==> config.mk <==
export PLATFORM = sky130hd
export DESIGN_NAME = serial_subtractor
export DESIGN_NICKNAME = d
export VERILOG_FILES = /design/src/rtl/serial_subtractor_pkg.sv /design/src/rtl/serial_subtractor_full_subtractor.sv /design/src/rtl/serial_subtractor.sv
export SDC_FILE = /design/constraint.sdc
export NUM_CORES = 1
export LEC_CHECK = 0
export ABC_AREA = 1
export CELL_PAD_IN_SITES_DETAIL_PLACEMENT = 1
export CELL_PAD_IN_SITES_GLOBAL_PLACEMENT = 1
export CORE_MARGIN = 1
export CORE_UTILIZATION = 39
export CTS_BUF_LIST = sky130_fd_sc_hd__clkbuf_4 sky130_fd_sc_hd__clkbuf_8
export DETAILED_ROUTE_END_ITERATION = 10
export MAX_ROUTING_LAYER = met4
export PLACE_DENSITY = 0.93
export SYNTH_ARGS = -nofsm -noshare
export SYNTH_HDL_FRONTEND = slang
export SYNTH_SLANG_ARGS = --single-unit
==> constraint.sdc <==
create_clock -name clk -period 1.4 [get_ports clk]
set_input_delay 0.28 -clock clk [delete_from_list [all_inputs] [get_ports clk]]
set_output_delay 0.28 -clock clk [all_outputs]
set_load 0.01 [all_outputs]
==> src/rtl/serial_subtractor_pkg.sv <==
// Shared types and helpers for the bit-serial subtractor.
package serial_subtractor_pkg;

    typedef enum logic [1:0] {
        IDLE = 2'd0,
        RUN  = 2'd1,
        DONE = 2'd2
    } state_t;

    function automatic int cnt_width(input int n);
        return $clog2(n);
    endfunction

endpackage

==> src/rtl/serial_subtractor_full_subtractor.sv <==
// One-bit full subtractor cell: d = a - b - bin, with borrow out.
module full_subtractor (
    input  logic a,
    input  logic b,
    input  logic bin,
    output logic d,
    output logic bout
);

    assign d    = a ^ b ^ bin;
    assign bout = (~a & b) | (~(a ^ b) & bin);

endmodule

==> src/rtl/serial_subtractor.sv <==
// Bit-serial subtractor: num1 - num2 LSB first, one bit per clock, start/done handshake.
// Optional signed-overflow flag (port ovf) when SERIAL_SUB_SIGNED_EN is defined.
//
// state | meaning
// IDLE  | waiting for start, ready=1
// RUN   | processing one bit per cycle, ready=0
// DONE  | result valid, done pulse, ready=1 (back-to-back start allowed)
module serial_subtractor
    import serial_subtractor_pkg::*;
#(
    parameter int N = 8
) (
    input  logic         clk,
    input  logic         rst_n,
    input  logic         start,
    input  logic [N-1:0] num1,
    input  logic [N-1:0] num2,
    output logic         ready,
    output logic         done,
    output logic [N:0]   result
`ifdef SERIAL_SUB_SIGNED_EN
    ,
    output logic         ovf
`endif
);

    localparam int CW = cnt_width(N);

    state_t        state;
    logic [N-1:0]  a_sr;
    logic [N-1:0]  b_sr;
    logic          borrow;
    logic [CW-1:0] cnt;
    logic          d;
    logic          bout;
    logic          last;

    full_subtractor u_fs (
        .a    (a_sr[0]),
        .b    (b_sr[0]),
        .bin  (borrow),
        .d    (d),
        .bout (bout)
    );

    assign last = (cnt == CW'(N - 1));

    // Difference bits shift into the top of a_sr as minuend bits leave the bottom,
    // so no separate accumulator is needed; result is only updated on completion.
    always_ff @(posedge clk or negedge rst_n) begin
        if (!rst_n) begin
            state  <= IDLE;
            ready  <= 1'b1;
            done   <= 1'b0;
            result <= '0;
            a_sr   <= '0;
            b_sr   <= '0;
            borrow <= 1'b0;
            cnt    <= '0;
`ifdef SERIAL_SUB_SIGNED_EN
            ovf    <= 1'b0;
`endif
        end else begin
            case (state)
                IDLE, DONE: begin
                    done <= 1'b0;
                    if (start) begin
                        a_sr   <= num1;
                        b_sr   <= num2;
                        borrow <= 1'b0;
                        cnt    <= '0;
                        ready  <= 1'b0;
                        state  <= RUN;
                    end else begin
                        ready <= 1'b1;
                        state <= IDLE;
                    end
                end
                RUN: begin
                    a_sr   <= {d, a_sr[N-1:1]};
                    b_sr   <= {1'b0, b_sr[N-1:1]};
                    borrow <= bout;
                    cnt    <= cnt + CW'(1);
                    if (last) begin
                        result <= {bout, d, a_sr[N-1:1]};
`ifdef SERIAL_SUB_SIGNED_EN
                        // On the last bit a_sr[0]/b_sr[0] still hold the captured sign bits.
                        ovf    <= (a_sr[0] != b_sr[0]) && (d != a_sr[0]);
`endif
                        done   <= 1'b1;
                        ready  <= 1'b1;
                        state  <= DONE;
                    end
                end
                default: begin
                    state <= IDLE;
                    ready <= 1'b1;
                    done  <= 1'b0;
                end
            endcase
        end
    end

endmodule

Word level (Yosys, flattened, before mapping)
Index checks and enable logic that the tools add are counted.
{"block": "totals", "reg_bits": 33, "input_bits": 19, "out_inout_bits": 11, "wordCells": 41}
{"block": "op_classes", "add_sub_neg": 1, "n_eq_ne": 5, "n_mux": 15, "bitwise": 7, "reduce_logical": 5}
{"op": "8-bit one-hot mux with 2 select lines", "n": 2}
{"op": "8-bit two-way mux", "n": 2}
{"op": "3-bit one-hot mux with 2 select lines", "n": 1}
{"op": "1-bit two-way mux", "n": 5}
{"op": "2-bit inequality test, second input constant", "n": 2}
{"op": "1-bit one-hot mux with 2 select lines", "n": 2}
{"op": "2-bit one-hot mux with 2 select lines", "n": 1}
{"op": "2-bit AND reduction", "n": 2}
{"op": "3-bit by 1-bit adder with 3-bit output, second input constant", "n": 1}
{"op": "3-bit == test, second input constant", "n": 1}
{"op": "3-bit two-way mux", "n": 1}
{"op": "1-bit bitwise AND", "n": 2}
{"op": "2-bit by 1-bit == test with 1-bit output, second input constant", "n": 1}
{"op": "2-bit == test, second input constant", "n": 1}
{"op": "2-bit logical NOT", "n": 1}
{"op": "2-bit two-way mux", "n": 1}
{"op": "1-bit inverter", "n": 2}
{"op": "2-bit nonzero test", "n": 1}
{"op": "2-bit OR reduction", "n": 1}
{"op": "1-bit bitwise XOR", "n": 2}
{"op": "1-bit OR", "n": 1}

Depth between registers and ports, before layout
Gate-level depths: netlist of run 1.
{"block": "depth", "ltp_word": 5, "depth_mapped": 8, "mapped_depth_nobuf": 6}

Hierarchy
Synthesis of run 1 repeated with hierarchy kept, for this count alone.
{"block": "hier_totals", "cells_unflattened": 195, "hier_area_um2": 1612.8}
{"mod": "serial_subtractor", "n_inst": 1, "cells_per_inst": 191, "area_per_inst_um2": 1581.5, "seq_area_each_um2": 802.0}
{"mod": "full_subtractor", "n_inst": 1, "cells_per_inst": 4, "area_per_inst_um2": 31.3, "seq_area_each_um2": 0.0}

Least setup slack after synthesis of run 1
Ideal clock, no wire load.
{"block": "synth_timing", "path_type": "register to register", "from": "register b_sr[0]", "to": "register borrow", "setup_time_ps": 83, "t_arrival_ps": 1157, "t_required_ps": 1317, "slack_ps": 160, "stages_incl_launch_ff": 5, "path_buffers": 0, "synth_period_minus_slack_ps": 1240, "cell_sequence": "dfrtp_1 -> inv_1 -> fa_1 -> or2_2 -> o21ai_0"}
{"block": "synth_via", "elab_chain_len": 5, "word_cells_on_any_way": 6, "classes_between": "mux (1); bitwise (5)"}
{"element": "start, declared", "line": "serial_subtractor.sv:31", "rtl": "logic [N-1:0] b_sr;"}
{"element": "start signal, assigned", "line": "serial_subtractor.sv:69", "rtl": "b_sr <= num2;"}
{"element": "start signal, assigned", "line": "serial_subtractor.sv:81", "rtl": "b_sr <= {1'b0, b_sr[N-1:1]};"}
{"element": "1-bit bitwise XOR", "line": "serial_subtractor_full_subtractor.sv:11", "rtl": "assign bout = (~a & b) | (~(a ^ b) & bin);"}
{"element": "1-bit inverter", "line": "serial_subtractor_full_subtractor.sv:11"}
{"element": "1-bit bitwise AND", "line": "serial_subtractor_full_subtractor.sv:11"}
{"element": "1-bit OR (*)", "line": "serial_subtractor_full_subtractor.sv:11"}
{"element": "1-bit one-hot mux with 2 select lines (*)", "line": "serial_subtractor.sv:64", "rtl": "case (state)"}
{"element": "end signal, assigned", "line": "serial_subtractor.sv:82", "rtl": "borrow <= bout;"}
{"element": "end, declared", "line": "serial_subtractor.sv:32", "rtl": "logic borrow;"}
Every way passes the cells marked *; elsewhere a longest branch is shown, timed or not.
A chain may end at the register's enable or synchronous reset.

Final worst setup path of run 1
{"block": "layout_timing", "from": "register ready", "to": "output ready"}
{"element": "start, declared", "line": "serial_subtractor.sv:18", "rtl": "output logic ready,"}
{"element": "start signal, assigned", "line": "serial_subtractor.sv:53", "rtl": "ready <= 1'b1;"}
{"element": "start signal, assigned", "line": "serial_subtractor.sv:72", "rtl": "ready <= 1'b0;"}
{"element": "start signal, assigned", "line": "serial_subtractor.sv:75", "rtl": "ready <= 1'b1;"}
No word-level cell between the ends.

==> results of run 1 <==
## per-stage QoR
stage	instance area, um2	util
2_1_floorplan	1580	-
3_3_place_gp	1960	0.520
3_5_place_dp	1960	0.520
4_1_cts	2080	0.551
5_1_grt	2080	0.552
6_report	2080	0.552
## flip-flops by register name, summed over array words and instances (netlist names)
signal  flops
result      9
a_sr        8
b_sr        8
cnt         3
borrow      1
done        1
ready       1
state       1
## power groups by stage
stage / Combinational, uW / Sequential [uW] / Clock (uW)
after floorplan: 1600 / 1660 / 0
after global placement: 2330 / 1650 / 0
after detailed placement: 2460 / 1670 / 0
after CTS: 2460 / 1650 / 773
after global routing: 2820 / 1710 / 813
final: 2460 / 1650 / 756
## cell usage after synthesis
| cell | number |
|---|---|
| buf_4 | 2 |
| nor2_4 | 1 |
| dfstp_2 | 1 |
| o21ai_0 | 3 |
| o21ai_2 | 7 |
| nand2_2 | 1 |
| nand2_4 | 3 |
| inv_2 | 1 |
| a21oi_1 | 1 |
| o21ai_1 | 2 |
| nand3_1 | 31 |
| fa_1 | 1 |
| dfrtp_1 | 31 |
| buf_2 | 3 |
| nand2_1 | 62 |
| buf_6 | 2 |
| inv_4 | 2 |
| nor2_1 | 2 |
| inv_1 | 33 |
| ha_1 | 2 |
| or2_2 | 1 |
## layout make-up
cell class / instances / area share
clock buffer: 8 / 0.0468
inverter: 36 / 0.0673
multi-input combinational: 117 / 0.285
sequential: 32 / 0.385
tap: 48 / 0.0288
timing repair buffer: 39 / 0.187
## repair_timing
item / CTS / global route
pin swaps: 1 / 0
resized for setup: 11 / 3
setup endpoints to repair: 13 / 4
buffers inserted: 3 / 0
## worst max path at each step
stage / to / slack [ns] / cells past startpoint
floorplan: borrow$_DFFE_PN0P_ / 0.16 / 4
global placement: a_sr[4]$_DFFE_PN0P_ / 0.06 / 6
detailed placement: b_sr[6]$_DFFE_PN0P_ / -0.0006 / 6
CTS: borrow$_DFFE_PN0P_ / 0.05 / 4
global route: a_sr[7]$_DFFE_PN0P_ / 0.02 / 6
finish: ready / 0.05 / 1
## kinds of logic (layout without fill, tap and decap cells)
family                   after synthesis  after routing
AND/OR/NAND/NOR                      101            101
buffers and inverters                 43             83
flip-flops                            32             32
AO/OA/AOI/OAI                         13             13
adder cells (fa/ha/maj)                3              3
## layer usage
| metal | track usage | routed length (um) | up-vias | share of wire |
|---|---|---|---|---|
| met5 | - | 0 | - | 0 |
| met4 | 0.0761 | 84 | 0 | 0.022 |
| met3 | 0.0556 | 165 | 13 | 0.043 |
| met2 | 0.367 | 1990 | 32 | 0.52 |
| met1 | 0.254 | 1570 | 670 | 0.41 |
| li1 | - | - | 666 | - |
==> results.ini, run 1 <==
[status]
status = completed

[timing]
fin_hold_ws_ns = 0.265
finalSetupViolCount = 0
hold_viol = 0
slew_headroom = 0.781
worstMarginPinSlew_ns = 0.327
finalMaxSlewViolations = 0
fin_ws_ns = 0.0488
max_clock_freq_mhz = 740
timing.final.crit_share = 0.965
grt_setup_unrepaired = false
skew_ns = 0.00507
setup_tns_ns = 0
period_needed_ns = 1.35

[yosys]
synth-simple-area-share = 0.286
synth_seq_cells = 32
yosys.area.top_type = dfrtp_1
yosysWarnings = 0
synth_top_family_by_area = simple AND/OR/NAND/NOR gates
syn_inst = 192
synth_fa_ha_area_frac = 0.0284
synth_area_mm2 = 0.00158
postSynthAreaPerCell_um2 = 8.25
synth_xor_xnor_area_share = 0
synth_area_leaders = dfrtp_1, nand2_1, nand3_1, inv_1, o21ai_2
synth.distinct_cells = 21
ys_seq_area_frac = 0.506
synth_mux_area_frac = 0
synth_top_area_share = 0.490
syn_nets = 214
synth_compound_area_frac = 0.0577

[global_route]
grt_overflow = 0
grt_max_degree = 28
grt_use_total = 0.220
antenna_found_initial = 0
grt_pass1_vias = 1444
grt_pass1_wl_um = 6820

[worst_setup_path]
max_stage_delay_ns = 0.53
end_kind = output pin
critPathArrivalTime_ns = 1.07
crit_path_top_delay_cell = dfstp_2
crit_family = flip-flops
worstRegToRegCells = 6
crit_fanout = 2
start_kind = flop
worst-path-buf-inv = 1
regToRegStartpoint = borrow$_DFFE_PN0P_
rr_endpoint = a_sr[7]$_DFFE_PN0P_
path_cells = dlygate4sd2_1
crit_required_ns = 1.12
rrSetupSlack_ns = 0.09
worstSetupStartpoint = ready$_DFFE_PN1P_
path_class = flop to output pin

[detailed_routing]
wl_per_cell_um = 13.6
routed_wl_um = 3810
drtIter0Drc = 33
dr.pass1.iters = 4
drc = 0
viasPerCell = 4.93
num_vias = 1381
ant_nets = 0

[cells_and_area]
nFillCells = 444
mostFrequentLayoutCells = nand2_1, inv_1, nand3_1, dfrtp_1, clkdlybuf4s50_1
multi_input_area_um2 = 594
regArea_um2 = 802
area_growth_pct = 31.5
final_cell_count_no_fill = 280
final_common_cell = nand2_1
nets = 253
drive_above_1_share = 0.164
n_antenna_cell = 0

[clocking]
clock_tree.buffer_depth = 2
clk_latency_ns = 0.28
tritoncts = done
cts-htree-levels = 2
clk_pin_slew_ns = 0.06
cts.sinks = 32
cts-buffers-inserted = 5
holdBufCountCts = 0
root_buffer = clkbuf_8

[floorplan]
start_util = 0.420
placementRows = 22
io_pins = 30
die_w_um = 65.7
dieArea_mm2 = 0.00432
coreArea_mm2 = 0.00377
die_y_um = 65.7

[placement]
placedCellCount = 269
port-buffer-count = 29
place_hpwl_um = 2610
place.gp.congestion = 0.799
dp_slack_ns = -0.000628

[power_and_ir_drop]
power_density_mw_per_mm2 = 2340
p_seq_frac = 0.339
power_uw = 4870
p_int_uw = 2850
p_comb_frac = 0.506
p_clk_frac = 0.155
ir_worst_vdd_mv = 1.20
switching_share = 0.415
leakage_uw = 0.00114
power_switching_uw = 2020

[flow_run]
maxCapViolCount = 0

[worst_hold_path]
min_path_type = primary input to async pin

(Power assumes the default switching activity.)
==> inputs of run 2 (changes only) <==
- CTS_CLUSTER_SIZE: default -> 24
==> results of run 2 <==
Final layout, timing and power as in run 1 (identical DEF).
==> inputs of run 3 (changes only) <==
- CORE_UTILIZATION: 39 -> 35
- PLACE_DENSITY: 0.93 -> default
- PLACE_DENSITY_LB_ADDON: default -> 0.1
- clock period: 1.4 -> 1.2 ns (I/O delays scaled with it)
==> run 3 against run 2 <==
Largest cell class unchanged. Largest power group unchanged. Highest routed layer unchanged. Die area rose by 11%. The flow now finishes with violations (setup timing). Critical path depth rose by 5. Clock skew rose by 0.0079 ns. Cell count is 5.4% higher. Global-route usage shrank 1.3 points. Setup slack got worse by 0.11 ns.
==> results.ini, run 3 (synthesis results as in run 1) <==
[worst_setup_path]
path_class = flop to flop
worstSetupStartpoint = b_sr[0]$_DFFE_PN0P_
regToRegStartpoint = b_sr[0]$_DFFE_PN0P_
path_cells = inv_2 > fa_2 > inv_2 > nand3_2 > nand3_2 > nand2_1
critPathArrivalTime_ns = 1.45  ; +0.38 ns
rr_endpoint = a_sr[7]$_DFFE_PN0P_
worstRegToRegCells = 6  ; unchanged
end_kind = flop
rrSetupSlack_ns = -0.06  ; -0.15 ns
crit_required_ns = 1.39  ; +0.27 ns
crit_path_top_delay_cell = fa_2
crit_fanout = 2  ; unchanged
start_kind = flop
max_stage_delay_ns = 0.42  ; -0.11 ns

[clocking]
clk_latency_ns = 0.30  ; +0.02 ns
cts-htree-levels = 2  ; unchanged
cts.sinks = 32  ; unchanged
cts-buffers-inserted = 5  ; unchanged
tritoncts = done
clk_pin_slew_ns = 0.07  ; about the same
root_buffer = clkbuf_8
clock_tree.buffer_depth = 2  ; unchanged

[timing]
skew_ns = 0.0130  ; +0.00790 ns
slew_headroom = 0.849  ; +0.0682
finalSetupViolCount = 1  ; +1
max_clock_freq_mhz = 795
setup_tns_ns = -0.0584  ; -0.0584 ns
fin_ws_ns = -0.0584  ; -0.107 ns
timing.final.crit_share = 1.05
finalMaxSlewViolations = 0  ; unchanged
hold_viol = 0  ; unchanged
grt_setup_unrepaired = true
period_needed_ns = 1.26
worstMarginPinSlew_ns = 0.226  ; -0.101 ns

[power_and_ir_drop]
leakage_uw = 0.00119  ; +4.2%
ir_worst_vdd_mv = 1.11  ; -6.8%
power_density_mw_per_mm2 = 2870  ; +23%

[placement]
port-buffer-count = 29  ; unchanged
place_hpwl_um = 2660  ; +1.7%
place.gp.congestion = 0.769  ; -3.7%
dp_slack_ns = -0.109  ; -0.108 ns

[floorplan]
die_w_um = 69.3  ; +5.4%
coreArea_mm2 = 0.00435  ; +15%
io_pins = 30  ; unchanged
placementRows = 24  ; +9.1%
die_y_um = 69.3  ; +5.4%
start_util = 0.364  ; -0.0562
dieArea_mm2 = 0.00480  ; +11%

[global_route]
grt_max_degree = 33  ; +18%
grt_overflow = 0  ; unchanged
grt_use_total = 0.207  ; -0.0127
grt_pass1_vias = 1499  ; +3.8%
antenna_found_initial = 0  ; unchanged
grt_pass1_wl_um = 7530  ; +10%

[cells_and_area]
drive_above_1_share = 0.296  ; +0.133
nFillCells = 499  ; +12%
regMostFlops = result
n_antenna_cell = 0  ; unchanged
nets = 264  ; +4.3%
largest_reg_flops = 9  ; unchanged
mostFrequentLayoutCells = nand2_1, inv_1, dfrtp_1
multi_input_area_um2 = 721  ; +21%
area_growth_pct = 46.1
top_regs = result x9, a_sr x8, b_sr x8
regArea_um2 = 803  ; +0.16%
final_common_cell = nand2_1

[detailed_routing]
drtIter0Drc = 50  ; +52%
num_vias = 1401  ; +1.4%
ant_nets = 0  ; unchanged
viasPerCell = 4.75  ; -3.7%
wl_per_cell_um = 14.8  ; +8.5%
drc = 0  ; unchanged
dr.pass1.iters = 4  ; unchanged
routed_wl_um = 4360  ; +14%

[worst_hold_path]
min_path_type = primary input to async pin

[status]
violations = setup timing
status = complete, but fails checks

[flow_run]
maxCapViolCount = 0  ; unchanged

==> run 3: metal layers <==
layer,track usage,vias up,share of wire
li1,-,688,-
met1,0.259,669,0.44
met2,0.323,34,0.49
met3,0.0451,10,0.042
met4,0.0907,0,0.025
met5,-,-,0
==> run 3: how the worst max path moves through the flow <==
stage                               end  depth (start not counted)
global placement    a_sr[7]$_DFFE_PN0P_                          6
detailed placement  b_sr[4]$_DFFE_PN0P_                          6
global route        a_sr[7]$_DFFE_PN0P_                          6
finish              a_sr[7]$_DFFE_PN0P_                          6
CTS                 a_sr[7]$_DFFE_PN0P_                          6
floorplan           a_sr[7]$_DFFE_PN0P_                          6
==> run 3: worst max-delay path: cells and delay by family, from the launching register on <==
kind / cells / cell delay [ns]
simple gates: 3 / 0.19
fa+ha+maj: 1 / 0.42
buf+inv: 2 / 0.14
flops: 1 / 0.40
==> run 3: final cells by class <==
type                    instances  share of cell area
repair buffers                 48               0.207
inverters                      36              0.0617
multi-input cells             119               0.312
flip-flops and latches         32               0.347
well taps                      52              0.0281
clock buffers                   8              0.0449
==> run 3: power breakdown <==
| part | internal (uW) | switching [uW] | leakage, uW |
|---|---|---|---|
| registers | 1640 | 356 | 0.000389 |
| logic | 1700 | 1990 | 0.000749 |
| clock network | 546 | 405 | 0.0000549 |
| total | 3880 | 2750 | 0.00119 |
==> run 3: timing repair <==
action                     CTS  global route
setup endpoints to repair   24            30
cloned                       1             1
hold buffers                 0             0
pin swaps                    3             4
setup buffers                3             6
resized for setup           25            34
==> run 3: through the flow <==
step | area, um2 | cells | total power (uW) | hold WS [ns] | utilization
finish | 2310 | 295 | 6630 | 0.304 | 0.531
detailed placement | 2010 | 277 | 5030 | 0.466 | 0.462
CTS | 2190 | 289 | 6250 | 0.321 | 0.503
global route | 2310 | 295 | 7230 | 0.320 | 0.531
global placement | 2010 | 277 | 4890 | 0.456 | 0.462
floorplan | 1590 | 192 | 3850 | -0.0556 | -
==> patch 1: new RTL, config.mk and constraints of run 3 <==
Add a define of `SERIAL_SUB_SIGNED_EN`.
--- a/src/rtl/serial_subtractor.sv
+++ b/src/rtl/serial_subtractor.sv
@@ -5,6 +5,8 @@
 // IDLE  | waiting for start, ready=1
 // RUN   | processing one bit per cycle, ready=0
 // DONE  | result valid, done pulse, ready=1 (back-to-back start allowed)
+`define SERIAL_SUB_SIGNED_EN
+
 module serial_subtractor
     import serial_subtractor_pkg::*;
 #(
Function (old outputs only; new: ovf): kept (equiv_simple and equiv_induct, registers matched by name and starting in step).
==> patch 1 against run 3 <==
The flow finishes with violations (DRC, setup timing); sequential cell count grew 1; synthesized area increased by 6.4%; design area is 11% higher; sequential share of layout area is 2.6 points lower; wire length increased by 15%; worst setup slack worse by 0.14 ns; global-route usage hardly changed; count of clock-buffer cells in the layout shrank 1; total power grew 15%; largest power group unchanged.
==> patch 1: results <==
[placed_design]
io_buffers = 30
gp_congestion = 0.7763
pre_cts_ws_ns = -0.2336
dp_hpwl_um = 2967
place_area_sq_mm = 0.002092
dp_cells = 286

[drt]
drc = 1
wl_um = 5005
num_vias = 1500
dr_wl_met2_um = 2688
routed.top_layer = "met4"
met1Wirelength_um = 2069
initialDrtViolationCount = 66
drt_pre_antenna_iters = 7
viasPerCell = 4.854
wl_met3_um = 173

[synth]
synth_fp_nets = 223
yosys-top-cells-count = "nand2_1, inv_1, dfrtp_1"
seq_area_frac_synth = 0.4907
syn_area_per_cell_sq_um = 8.427
synth.area.top_cells = "dfrtp_1, nand2_1, inv_1"

[layout]
drive_gt1_frac = 0.3502
buffers = 53
post-route-cell-area_sq_mm = 0.002571
nNonClkInverters = 38
fillers = 528
clkCellAreaFrac = 0.03504
regArea_sq_um = 827.0
clkbuf_count = 7
nets = 280
buffer_area_frac = 0.2229
num-multi-input-gates = 126
multi_input_area_share = 0.3367

[clock_tree]
postCtsSetupRepairBufs = 7
post_cts_resized = 27
clock_latency_ns = 0.28
cts_sinks = 33

[grt]
grt_pass1_wl_um = 7679
grt_use_met1 = 0.2319
met3_usage = 0.04360
grt_pass1_vias = 1580
grt_max_degree = 34
grtUsageTotal = 0.2066
grtUsageMet2 = 0.3672

[setup_path]
r2r-end = "ovf"
cp.arrival_ns = 1.58
worst-path-max-fanout = 3
reg2reg_from = "a_sr[0]"

[timing]
slew_headroom = 0.8535
hold_ws_ns = 0.3130
setup_viol = 11
fin_tns_setup_ns = -0.6336
fin_skew_ns = 0.002935
setup_slack_ns = -0.1990

[run_status]
violations = "DRC, setup timing"
status = "complete, but fails checks"

[pwr]
leakage_nw = 1.310
peakVddDrop_mv = 1.159

[die]
chipWidth_um = 71.39
==> patch 1: cell types whose count changed after synthesis, sizes merged <==
cell,delta
o22ai,+1
a21oi,+1
o21ai,-1
buf,-1
nand3,-7
dfrtp,+1
nor2,+1
ha,+1
inv,+2
nand2,+11
or2,-1
==> patch 1: logic make-up after synthesis <==
family                   synth area share
flip-flops                         0.4907
AND/OR/NAND/NOR                    0.2858
AO/OA/AOI/OAI                     0.06237
buffers and inverters              0.1269
adder cells (fa/ha/maj)           0.03415
==> patch 1: power breakdown <==
group / internal, mW / switching (mW) / leakage (nW)
logic: 2.16 / 2.50 / 0.860
registers: 1.68 / 0.411 / 0.402
clock network: 0.478 / 0.405 / 0.0477
total: 4.32 / 3.32 / 1.31
==> patch 1: worst max-delay path, stage by stage, from the launching register on <==
cell	delay, ns
dfrtp_1	0.37
inv_2	0.06
fa_2	0.60
buf_4	0.12
nand2_2	0.05
nand3_2	0.06
nand2_1	0.05
==> patch 2: new RTL, flow settings as in run 3 <==
Made on the original files. Re-encode `state_t` (3 states) as one-hot, 3 bits wide.
--- a/src/rtl/serial_subtractor_pkg.sv
+++ b/src/rtl/serial_subtractor_pkg.sv
@@ -1,10 +1,10 @@
 // Shared types and helpers for the bit-serial subtractor.
 package serial_subtractor_pkg;
 
-    typedef enum logic [1:0] {
-        IDLE = 2'd0,
-        RUN  = 2'd1,
-        DONE = 2'd2
+    typedef enum logic [2:0] {
+        IDLE = 3'b001,
+        RUN  = 3'b010,
+        DONE = 3'b100
     } state_t;
 
     function automatic int cnt_width(input int n);
Check against the original RTL: same outputs for any inputs over 10 cycles, from zero or initial values and one cycle with rst_n low; not proved beyond that.
==> patch 2 against run 3 <==
The flow still finishes with violations (setup timing); design area up 9.0%; synthesized area increased by 3.4%; total power fell by 22%; critical path type unchanged; via count grew 13%; core utilization is 4.0 points higher; critical endpoint is now a_sr[5]; sequential cell count rose by 1; wire length up 14%; worst setup slack lost 0.090 ns.
==> patch 2: results <==
[run_status]
status = "complete, but fails checks"
violations = "setup timing"

[drt]
wl_met3_um = 188
wl_um = 4956
wl_per_cell_um = 16.25
initialDrtViolationCount = 56

[setup_path]
worst-path-max-fanout = 26
slowest_stage = "dfrtp_1"
cp.arrival_ns = 1.52

[clock_tree]
post_cts_resized = 67
postCtsSetupRepairBufs = 6
clock_latency_ns = 0.28

[placed_design]
dp_hpwl_um = 3031
pre_cts_ws_ns = -0.2092
dp_cells = 285

[timing]
fin_tns_setup_ns = -3.217
fin_skew_ns = 0.002278
setup_slack_ns = -0.1488
setup_viol = 32

[grt]
grtUsageTotal = 0.2349
met3_usage = 0.04618

[layout]
buffer_area_frac = 0.2486
fillers = 498
num-multi-input-gates = 147
drive_gt1_frac = 0.3399
seq_area_frac = 0.3285

[pwr]
peakVddDrop_mv = 1.225

[synth]
seq_area_frac_synth = 0.5057
synth_fp_nets = 222
ys_types = 20
-- patch 2: final timing paths --
check / from / endpoint / slack (ns) / cells after the start
worst min register to register: result[5] / result[5] / 0.48 / 2
worst min-delay path: rst_n / result[6] / 0.32 / 2
worst max-delay path: done / a_sr[5] / -0.15 / 8
worst max register to register: done / a_sr[5] / -0.15 / 8
min in group clk: result[5] / result[5] / 0.48 / 2
max in group asynchronous: rst_n / state[0] / 0.62 / 2
-- patch 2: cell families (layout without fill, tap and decap cells) --
| family | Yosys count | count (layout) | synth area share |
|---|---|---|---|
| buf+inv | 21 | 73 | 0.07562 |
| compound gates | 10 | 10 | 0.03285 |
| flops | 33 | 33 | 0.5057 |
| simple gates | 133 | 134 | 0.3583 |
| fa+ha+maj | 3 | 3 | 0.02750 |
-- patch 2: power breakdown --
group          total (mW)  leakage, nW  switching (mW)  internal [mW]
clock               0.920       0.0523           0.406          0.513
sequential           1.82        0.379           0.328           1.50
combinational        2.45        0.764            1.32           1.13
total                5.19         1.20            2.06           3.14
